**config.mk**
```make
export PLATFORM = sky130hd
export DESIGN_NAME = demux1x2_4b_buf
export DESIGN_NICKNAME = d
export VERILOG_FILES = /design/src/rtl/demux1x2_4b_buf.sv
export SDC_FILE = /design/constraint.sdc
export NUM_CORES = 1
export LEC_CHECK = 0
export ABC_AREA = 0
export ABC_CLOCK_PERIOD_IN_PS = 1700
export CAP_MARGIN = 5
export CORE_MARGIN = 5
export CORE_UTILIZATION = 47
export CTS_CLUSTER_SIZE = 10
export DETAILED_ROUTE_END_ITERATION = 12
export GPL_ROUTABILITY_DRIVEN = 0
export PLACE_DENSITY = 0.85
export SETUP_SLACK_MARGIN = 0.15
export SKIP_CTS_REPAIR_TIMING = 1
export SLEW_MARGIN = 20
export SYNTH_ARGS = -nofsm -noshare
export SYNTH_HDL_FRONTEND = slang
export SYNTH_SLANG_ARGS = --single-unit
export TNS_END_PERCENT = 10
```
**constraint.sdc**
```tcl
create_clock -name Clk -period 1.7 [get_ports Clk]
set_input_delay 0.17 -clock Clk [delete_from_list [all_inputs] [get_ports Clk]]
set_output_delay 0.17 -clock Clk [all_outputs]
set_load 0.005 [all_outputs]
```
**src/rtl/demux1x2_4b_buf.sv**
```systemverilog
// 1-to-2 demultiplexer for 4-bit words. Each destination has its own
// first-word-fall-through buffer, so the two consumers can stall independently.

module demux1x2_4b_buf_chan #(
   parameter int DEPTH = 2
) (
   input  logic                     clk,
   input  logic                     rst_n,
   input  logic                     push,
   input  logic [3:0]               wr_data,
   input  logic                     pop_req,
   output logic [3:0]               rd_data,
   output logic                     valid,
   output logic                     full,
   output logic [$clog2(DEPTH):0]   level
);

   localparam int PW = $clog2(DEPTH);

   logic [3:0]    mem [DEPTH];
   logic [PW-1:0] wr_ptr;
   logic [PW-1:0] rd_ptr;
   logic          pop;

   // DEPTH is a power of two, so the level MSB is set only when the buffer is full.
   assign full  = level[PW];
   assign valid = (level != '0);
   assign pop   = pop_req & valid;

   // The head word is forced to zero while empty so stale storage never shows.
   assign rd_data = valid ? mem[rd_ptr] : 4'b0000;

   always_ff @(posedge clk or negedge rst_n) begin
      if (!rst_n) begin
         wr_ptr <= '0;
         rd_ptr <= '0;
         level  <= '0;
      end else begin
         if (push) begin
            wr_ptr <= wr_ptr + 1'b1;
         end
         if (pop) begin
            rd_ptr <= rd_ptr + 1'b1;
         end
         case ({push, pop})
            2'b10:   level <= level + 1'b1;
            2'b01:   level <= level - 1'b1;
            default: level <= level;
         endcase
      end
   end

   // Storage needs no reset: pointers and level define what is visible.
   always_ff @(posedge clk) begin
      if (push) begin
         mem[wr_ptr] <= wr_data;
      end
   end

endmodule

module demux1x2_4b_buf #(
   parameter int DEPTH = 2
) (
   input  logic                     Clk,
   input  logic                     Rst_n,
   input  logic [3:0]               In,
   input  logic                     InValid,
   output logic                     InReady,
   input  logic                     Sel,
   output logic [3:0]               A,
   output logic                     ValidA,
   input  logic                     ReadyA,
   output logic [3:0]               B,
   output logic                     ValidB,
   input  logic                     ReadyB,
   output logic [$clog2(DEPTH):0]   LevelA,
   output logic [$clog2(DEPTH):0]   LevelB
);

   logic full_a;
   logic full_b;
   logic push_a;
   logic push_b;

   // Readiness looks only at the selected channel's stored level; a pop in the
   // same cycle does not free a slot for the incoming word.
   assign InReady = Sel ? ~full_b : ~full_a;
   assign push_a  = InValid & InReady & ~Sel;
   assign push_b  = InValid & InReady &  Sel;

   demux1x2_4b_buf_chan #(.DEPTH(DEPTH)) u_chan_a (
      .clk     (Clk),
      .rst_n   (Rst_n),
      .push    (push_a),
      .wr_data (In),
      .pop_req (ReadyA),
      .rd_data (A),
      .valid   (ValidA),
      .full    (full_a),
      .level   (LevelA)
   );

   demux1x2_4b_buf_chan #(.DEPTH(DEPTH)) u_chan_b (
      .clk     (Clk),
      .rst_n   (Rst_n),
      .push    (push_b),
      .wr_data (In),
      .pop_req (ReadyB),
      .rd_data (B),
      .valid   (ValidB),
      .full    (full_b),
      .level   (LevelB)
   );

endmodule

```
# == After elaboration in Yosys (flattened, before gate mapping) ==
# Memories as Yosys holds them, arrays and structs flattened.
# Index checks and enable logic that the tools add are counted.
# Widths: inputs -> output; s select.
# op_classes
n_addsub,8
n_eq_ne,4
n_mux,9
n_bitwise,8
n_reduce_logical,4
# op_table
cell,count
$mux 4,2
$pmux 2 s2,2
$reduce_bool 2->1,4
$and 1x1->1,5
$mux 1,5
$add 1x1->1 const B,4
$add 2x1->2 const B,2
$eq 2x1->1 const B,2
$eq 2x2->1 const B,2
$sub 2x1->2 const B,2
$not 1->1,3
# word_totals
ff_bits,8
ram_bits,16
out_inout_bits,15
elab_cells,41
memories,2
# memory_table
memory,depth,width,rd,rd_clocked_by_memory_dff,wr,line,text
u_chan_a.mem,2,4,1,0,1,20,logic [3:0] mem [DEPTH];
u_chan_b.mem,2,4,1,0,1,20,

# == Depth between registers and ports, before layout ==
# Gate-level depths: netlist of run 1.
# logic_depth
word_depth,6
depth_mapped,6

# == Hierarchy ==
# Synthesis of run 1 repeated with hierarchy kept, for this count alone.
# hier_totals
hier_cells,73
area_unflattened_um2,1022.2
# modules_own_cells
module,instances,cells_per_inst,area_per_inst_um2,seq_area_each_um2
demux1x2_4b_buf_chan,2,35,498.0,340.3
demux1x2_4b_buf,1,3,26.3,0.0

# == Worst setup path after synthesis of run 1 ==
# No wires, ideal clock.
# synth_path
path_kind,reg2reg
startpoint,reg u_chan_a.level[1]
endpoint,reg u_chan_a.level[1]
setup_time_ns,0.079
arrival_time_ns,1.275
required_ns,1.621
setup_slack_ns,0.346
path_stages_with_launch,6
path_buffers,0
synth_period_minus_slack_ns,1.354
path_cell_list,dfrtp_1 -> nor2_2 -> nor2b_4 -> ha_1 -> nor2_1 -> xor2_1
# synth_rtl
item,line,text
from (decl),15,output logic [$clog2(DEPTH):0] level
from (signal assigned),46,2'b10: level <= level + 1'b1;
from (signal assigned),47,2'b01: level <= level - 1'b1;
from (signal assigned),48,default: level <= level;
$reduce_bool 2->1 (*),27,assign valid = (level != '0);
$and 1x1->1 (*),28,assign pop = pop_req & valid;
net u_chan_a.pop,23,logic pop;
$eq 2x1->1 or $eq 2x2->1 (tied branches),45,"case ({push, pop})"
$pmux 2 s2 or $reduce_bool 2->1 (tied branches),--,
# Mark *: on every way through the listed nets, which the timed path passes. The rest lies on a longest branch.
# A chain may end at the register's enable or synchronous reset.

# == Worst setup path in the final report of run 1 ==
# layout_path
startpoint,reg u_chan_a.level[1]
endpoint,out ValidA
# layout_between
elab_chain_len,1
# layout_lines
item,line,text
$reduce_bool 2->1,27,
to (decl),72,"output logic ValidA,"
# No other way between the ends.

==> results of run 1 <==
-- Yosys cell counts, drive strengths merged --
library cell,count,area share (%)
ha,2,2.4
xor2,4,3.4
nor2,16,6.3
edfxtp,16,46
and3,1,0.60
xnor2,6,5.1
mux2i,9,8.7
buf,4,2.4
dfrtp,8,19
inv,3,1.1
nand2,1,0.36
nor2b,2,2.2
nand3b,1,1.9
-- placed cells by master, fill, tap and decap left out --
cell type,instances
mux2i_1,9
xnor2_1,6
inv_1,3
nand3b_4,1
clkbuf_4,3
nor2_4,2
clkdlybuf4s50_1,15
nor2b_2,1
xor2_1,4
ha_1,2
nor2_1,14
nand2_1,1
and3_1,1
buf_4,2
clkbuf_1,1
dfrtp_1,2
edfxtp_1,16
dlymetal6s2s_1,9
nor2b_4,1
dfrtp_2,6
-- stage by stage --
stage | utilization, % | std cells
after floorplan | - | 73
after global placement | 60.3 | 122
after detailed placement | 60.3 | 122
after CTS | 61.5 | 126
after global routing | 63.7 | 127
final | 63.7 | 127
-- per-layer routing --
metal,GRT usage [%],wire [um],up-vias
met5,0,0,-
met4,4.97,27,0
met3,2.04,79,2
met2,18.4,816,17
met1,13.2,736,278
li1,-,-,296
-- kinds of logic (layout without fill, tap and decap cells) --
group,count (synthesis),after routing,synth area share [%]
buffers and inverters,7,33,3.50
AND/OR/NAND/NOR,21,21,11.3
multiplexers,9,9,8.69
flip-flops,24,24,65.6
adder cells (fa/ha/maj),2,2,2.41
XOR/XNOR,10,10,8.44
-- worst min path at each step --
stage | to | slack, ns | startpoint | cells past startpoint
4_1_cts | u_chan_b.level[1]$_DFFE_PN0P_ | 0.14 | Rst_n | 1
3_5_place_dp | u_chan_a.level[0]$_DFFE_PN0P_ | 0.47 | Rst_n | 1
5_1_grt | u_chan_a.level[0]$_DFFE_PN0P_ | 0.14 | Rst_n | 1
3_3_place_gp | u_chan_a.level[0]$_DFFE_PN0P_ | 0.47 | Rst_n | 1
2_1_floorplan | u_chan_a.level[0]$_DFFE_PN0P_ | -0.13 | Rst_n | 0
6_report | u_chan_a.level[0]$_DFFE_PN0P_ | 0.14 | Rst_n | 1
-- worst max-delay path: stages, from the launching register on --
cell and delay [ns]:
dfrtp_2 0.47, nor2_4 0.21, inv_1 0.06, clkdlybuf4s50_1 0.44
-- layout make-up --
type                    instances  share of cell area, %
clock buffers                   4                   1.92
inverters                       3                  0.823
multi-input cells              42                   24.1
flip-flops and latches         24                   50.3
well taps                      28                   2.56
repair buffers                 26                   20.3
-- power by group through the flow --
stage               Clock, mW  Combinational [mW]  Sequential [mW]
floorplan                   0               0.550            0.881
global placement            0               0.885            0.947
detailed placement          0               0.906            0.957
CTS                     0.242               0.910            0.945
global route            0.274               0.972             1.00
finish                  0.234               0.885            0.978
-- registers in the layout, summed over array words and instances, names as in the netlist --
name             flops
u_chan_a.level       2
u_chan_a.mem         8
u_chan_a.rd_ptr      1
u_chan_a.wr_ptr      1
u_chan_b.level       2
u_chan_b.mem         8
u_chan_b.rd_ptr      1
u_chan_b.wr_ptr      1
==> results.cfg, run 1 <==
[global_routing]
grt_overflow = 0
grt_usage_pct = 10.8
grt_pass1_vias = 598
antenna_found_initial = 0
grt_max_degree = 14
grt_first_pass_wirelength_um = 2680

[power]
p_seq_share_pct = 46.6
p_sw_share_pct = 31.3
power.density_nw_per_um2 = 1530
max-vdd-ir-drop_mv = 0.955
power_frac_comb_pct = 42.2
p_switching_mw = 0.656
p_clk_share_pct = 11.2
p_leak_nw = 0.632
total_power_mw = 2.10
p_int_mw = 1.44

[cts]
root_buffer = clkbuf_4
cts_tree = built
clkLatencyLatePin_ns = 0.29
cts_sinks = 24
htree_levels = 1
path_clk_slew_ns = 0.11
cts_buffer_depth = 2
cts_inserted_buffers = 3

[timing]
drv_slew = 0
setup_viol = 0
rsz0062_at_grt = yes
skew_ns = 0.00123
min_period_ns = 1.63
finalCritPeriodShare_pct = 96.0
worst_pin_slew_ns = 0.372
finalSetupTns_ns = 0
fin_ws_ns = 0.0686
fmax_mhz = 613
relSlewSlack_pct = 75.1
hold_ws_ns = 0.145
hold_viol_final = 0

[placement]
pre_cts_slack_ns = 0.0846
place_area_um2 = 1290
port_buffers = 24

[layout]
fin_nets = 112
final_cell_area_um2 = 1370
areaGrowthSynthToFinish_pct = 32.0
drive_above_1_share_pct = 16.2
n_fill_cell = 172
multiInputGateArea_um2 = 330
seqCellArea_um2 = 688
antennaDiodeCount = 0

[run_status]
status = finished clean

[die]
start_util_pct = 48.3
die_y_um = 57.0
die_x_um = 57.0
fp.dieArea_um2 = 3250
ios = 25
num_rows = 17
core-area_um2 = 2150

[detailed_routing]
drtIter0Drc = 9
drc = 0
viasPerCell = 4.67
wl_per_cell_um = 13.1
ant_nets = 0
wirelength_um = 1660
drtPass1Iterations = 2
vias = 593

[worst_setup_path]
cp-end-kind = output pin
r2r_cells = 6
r2r_slack_ns = 0.29
arrival_ns = 1.46
critPathLaunch = u_chan_a.level[1]$_DFFE_PN0P_
cp-start-kind = register
cp.required_ns = 1.53
crit_path_end = ValidA
timing.rr.start = u_chan_a.level[1]$_DFFE_PN0P_
timing.rr.end = u_chan_a.level[1]$_DFFE_PN0P_
critPathKind = reg2out
crit_fanout = 6

[synthesis]
ys_types = 16
synth_area_um2 = 1040
syn_inst = 73
ys_ff_latch = 24
synth_area_per_cell_um2 = 14.2
yosysWarnings = 0
synth_fp_nets = 85
ys_seq_area_share_pct = 65.6

[min_path]
hold_class = in2async

[flow_run]
cap_violations = 0
(Power assumes the default switching activity.)
==> inputs of run 2 (changes only) <==
RECOVER_POWER = 25   (was unset)
==> results.cfg, run 2 (synthesis results as in run 1) <==
[global_routing]
grt_first_pass_wirelength_um = 2680
grt_pass1_vias = 598
antenna_found_initial = 0
grt_max_degree = 14
grt_overflow = 0
grt_usage_pct = 10.8

[detailed_routing]
drtPass1Iterations = 2
wirelength_um = 1660
vias = 593
viasPerCell = 4.67
drtIter0Drc = 9
wl_per_cell_um = 13.1
ant_nets = 0
drc = 0

[die]
ios = 25
start_util_pct = 48.3
die_x_um = 57.0
fp.dieArea_um2 = 3250
core-area_um2 = 2150
num_rows = 17
die_y_um = 57.0

[cts]
clkLatencyLatePin_ns = 0.29
path_clk_slew_ns = 0.11
cts_buffer_depth = 2
root_buffer = clkbuf_4
cts_sinks = 24
htree_levels = 1
cts_tree = built
cts_inserted_buffers = 3

[timing]
rsz0062_at_grt = yes
relSlewSlack_pct = 74.9
skew_ns = 0.00123
hold_viol_final = 0
worst_pin_slew_ns = 0.375
min_period_ns = 1.63
fmax_mhz = 613
finalSetupTns_ns = 0
finalCritPeriodShare_pct = 96.0
fin_ws_ns = 0.0686
hold_ws_ns = 0.215
setup_viol = 0
drv_slew = 0

[worst_setup_path]
slowest_stage = dfrtp_2
cp_cell_sequence = nor2_4 -> inv_1 -> clkdlybuf4s50_1
max_stage_delay_ns = 0.47
critical-path-top-delay-family = buffers and inverters
cp-start-kind = register
crit_fanout = 6
critPathKind = reg2out
arrival_ns = 1.46
cp.required_ns = 1.53
crit_buf_inv = 2
cp-end-kind = output pin

[layout]
drive_above_1_share_pct = 16.2
final_common_cell = edfxtp_1
n_fill_cell = 172
antennaDiodeCount = 0
fin_util_pct = 63.7
fin_nets = 112
areaGrowthSynthToFinish_pct = 32.0
reg.largest.list = u_chan_a.mem: 8 flops, u_chan_b.mem: 8 flops
final_cell_mix = 16 x edfxtp_1, 14 x nor2_1, 12 x clkdlybuf4s50_1
final_cells = 127

[power]
p_leak_nw = 0.633
max-vdd-ir-drop_mv = 0.955
power.density_nw_per_um2 = 1530

[flow_run]
cap_violations = 0

[placement]
pre_cts_slack_ns = 0.0846
dp.cells = 122
port_buffers = 24

[run_status]
status = finished clean

[min_path]
hold_class = in2async
[run 2: cell count changes in the layout (fill, tap and decap cells not counted)]
| cell | previous run | this run |
|---|---|---|
| dlygate4sd3_1 | 0 | 3 |
| clkdlybuf4s50_1 | 15 | 12 |
[run 2: routing by layer]
metal	part of all wire [%]	GRT usage (%)	vias to the layer above
met2	49	18.4	17
met4	1.6	4.97	0
met5	0	0	-
li1	-	-	296
met3	4.8	2.04	2
met1	44	13.2	278
[run 2: per-stage QoR]
stage	area [um2]	power [mW]
after floorplan	1040	1.43
after global placement	1290	1.83
after detailed placement	1290	1.86
after CTS	1320	2.10
after global routing	1370	2.25
final	1370	2.10
[run 2: layout make-up]
type                            instances  area (um2)  share of cell area, %
Sequential cell                        24         688                   50.3
Multi-Input combinational cell         42         330                   24.1
Timing Repair Buffer                   26         278                   20.3
Tap cell                               28        35.0                   2.56
Clock buffer                            4        26.3                   1.92
Inverter                                3        11.3                  0.823
[run 2: report_power, final]
group | switching (mW) | internal (mW) | total, mW
logic | 0.323 | 0.561 | 0.884
clock network | 0.143 | 0.0911 | 0.234
registers | 0.190 | 0.788 | 0.978
[run 2: worst paths after layout]
kind | start | endpoint | slack (ns) | cells past startpoint
max in group asynchronous | Rst_n | u_chan_a.rd_ptr$_DFFE_PN0P_ | 1.20 | 1
min in group Clk | u_chan_b.wr_ptr$_DFFE_PN0P_ | u_chan_b.wr_ptr$_DFFE_PN0P_ | 0.51 | 1
min | Rst_n | u_chan_a.level[0]$_DFFE_PN0P_ | 0.22 | 1
max reg2reg | u_chan_a.level[1]$_DFFE_PN0P_ | u_chan_a.level[1]$_DFFE_PN0P_ | 0.29 | 6
min reg2reg | u_chan_b.wr_ptr$_DFFE_PN0P_ | u_chan_b.wr_ptr$_DFFE_PN0P_ | 0.51 | 1
max | u_chan_a.level[1]$_DFFE_PN0P_ | ValidA | 0.07 | 3
[run 2: worst reg2reg max path, cell delays in order (launching register included)]
cell     delay [ns]
dfrtp_2        0.47
nor2_1         0.14
nand2_1        0.11
ha_1           0.24
xnor2_1        0.13
nor2_1         0.11
xor2_1         0.14
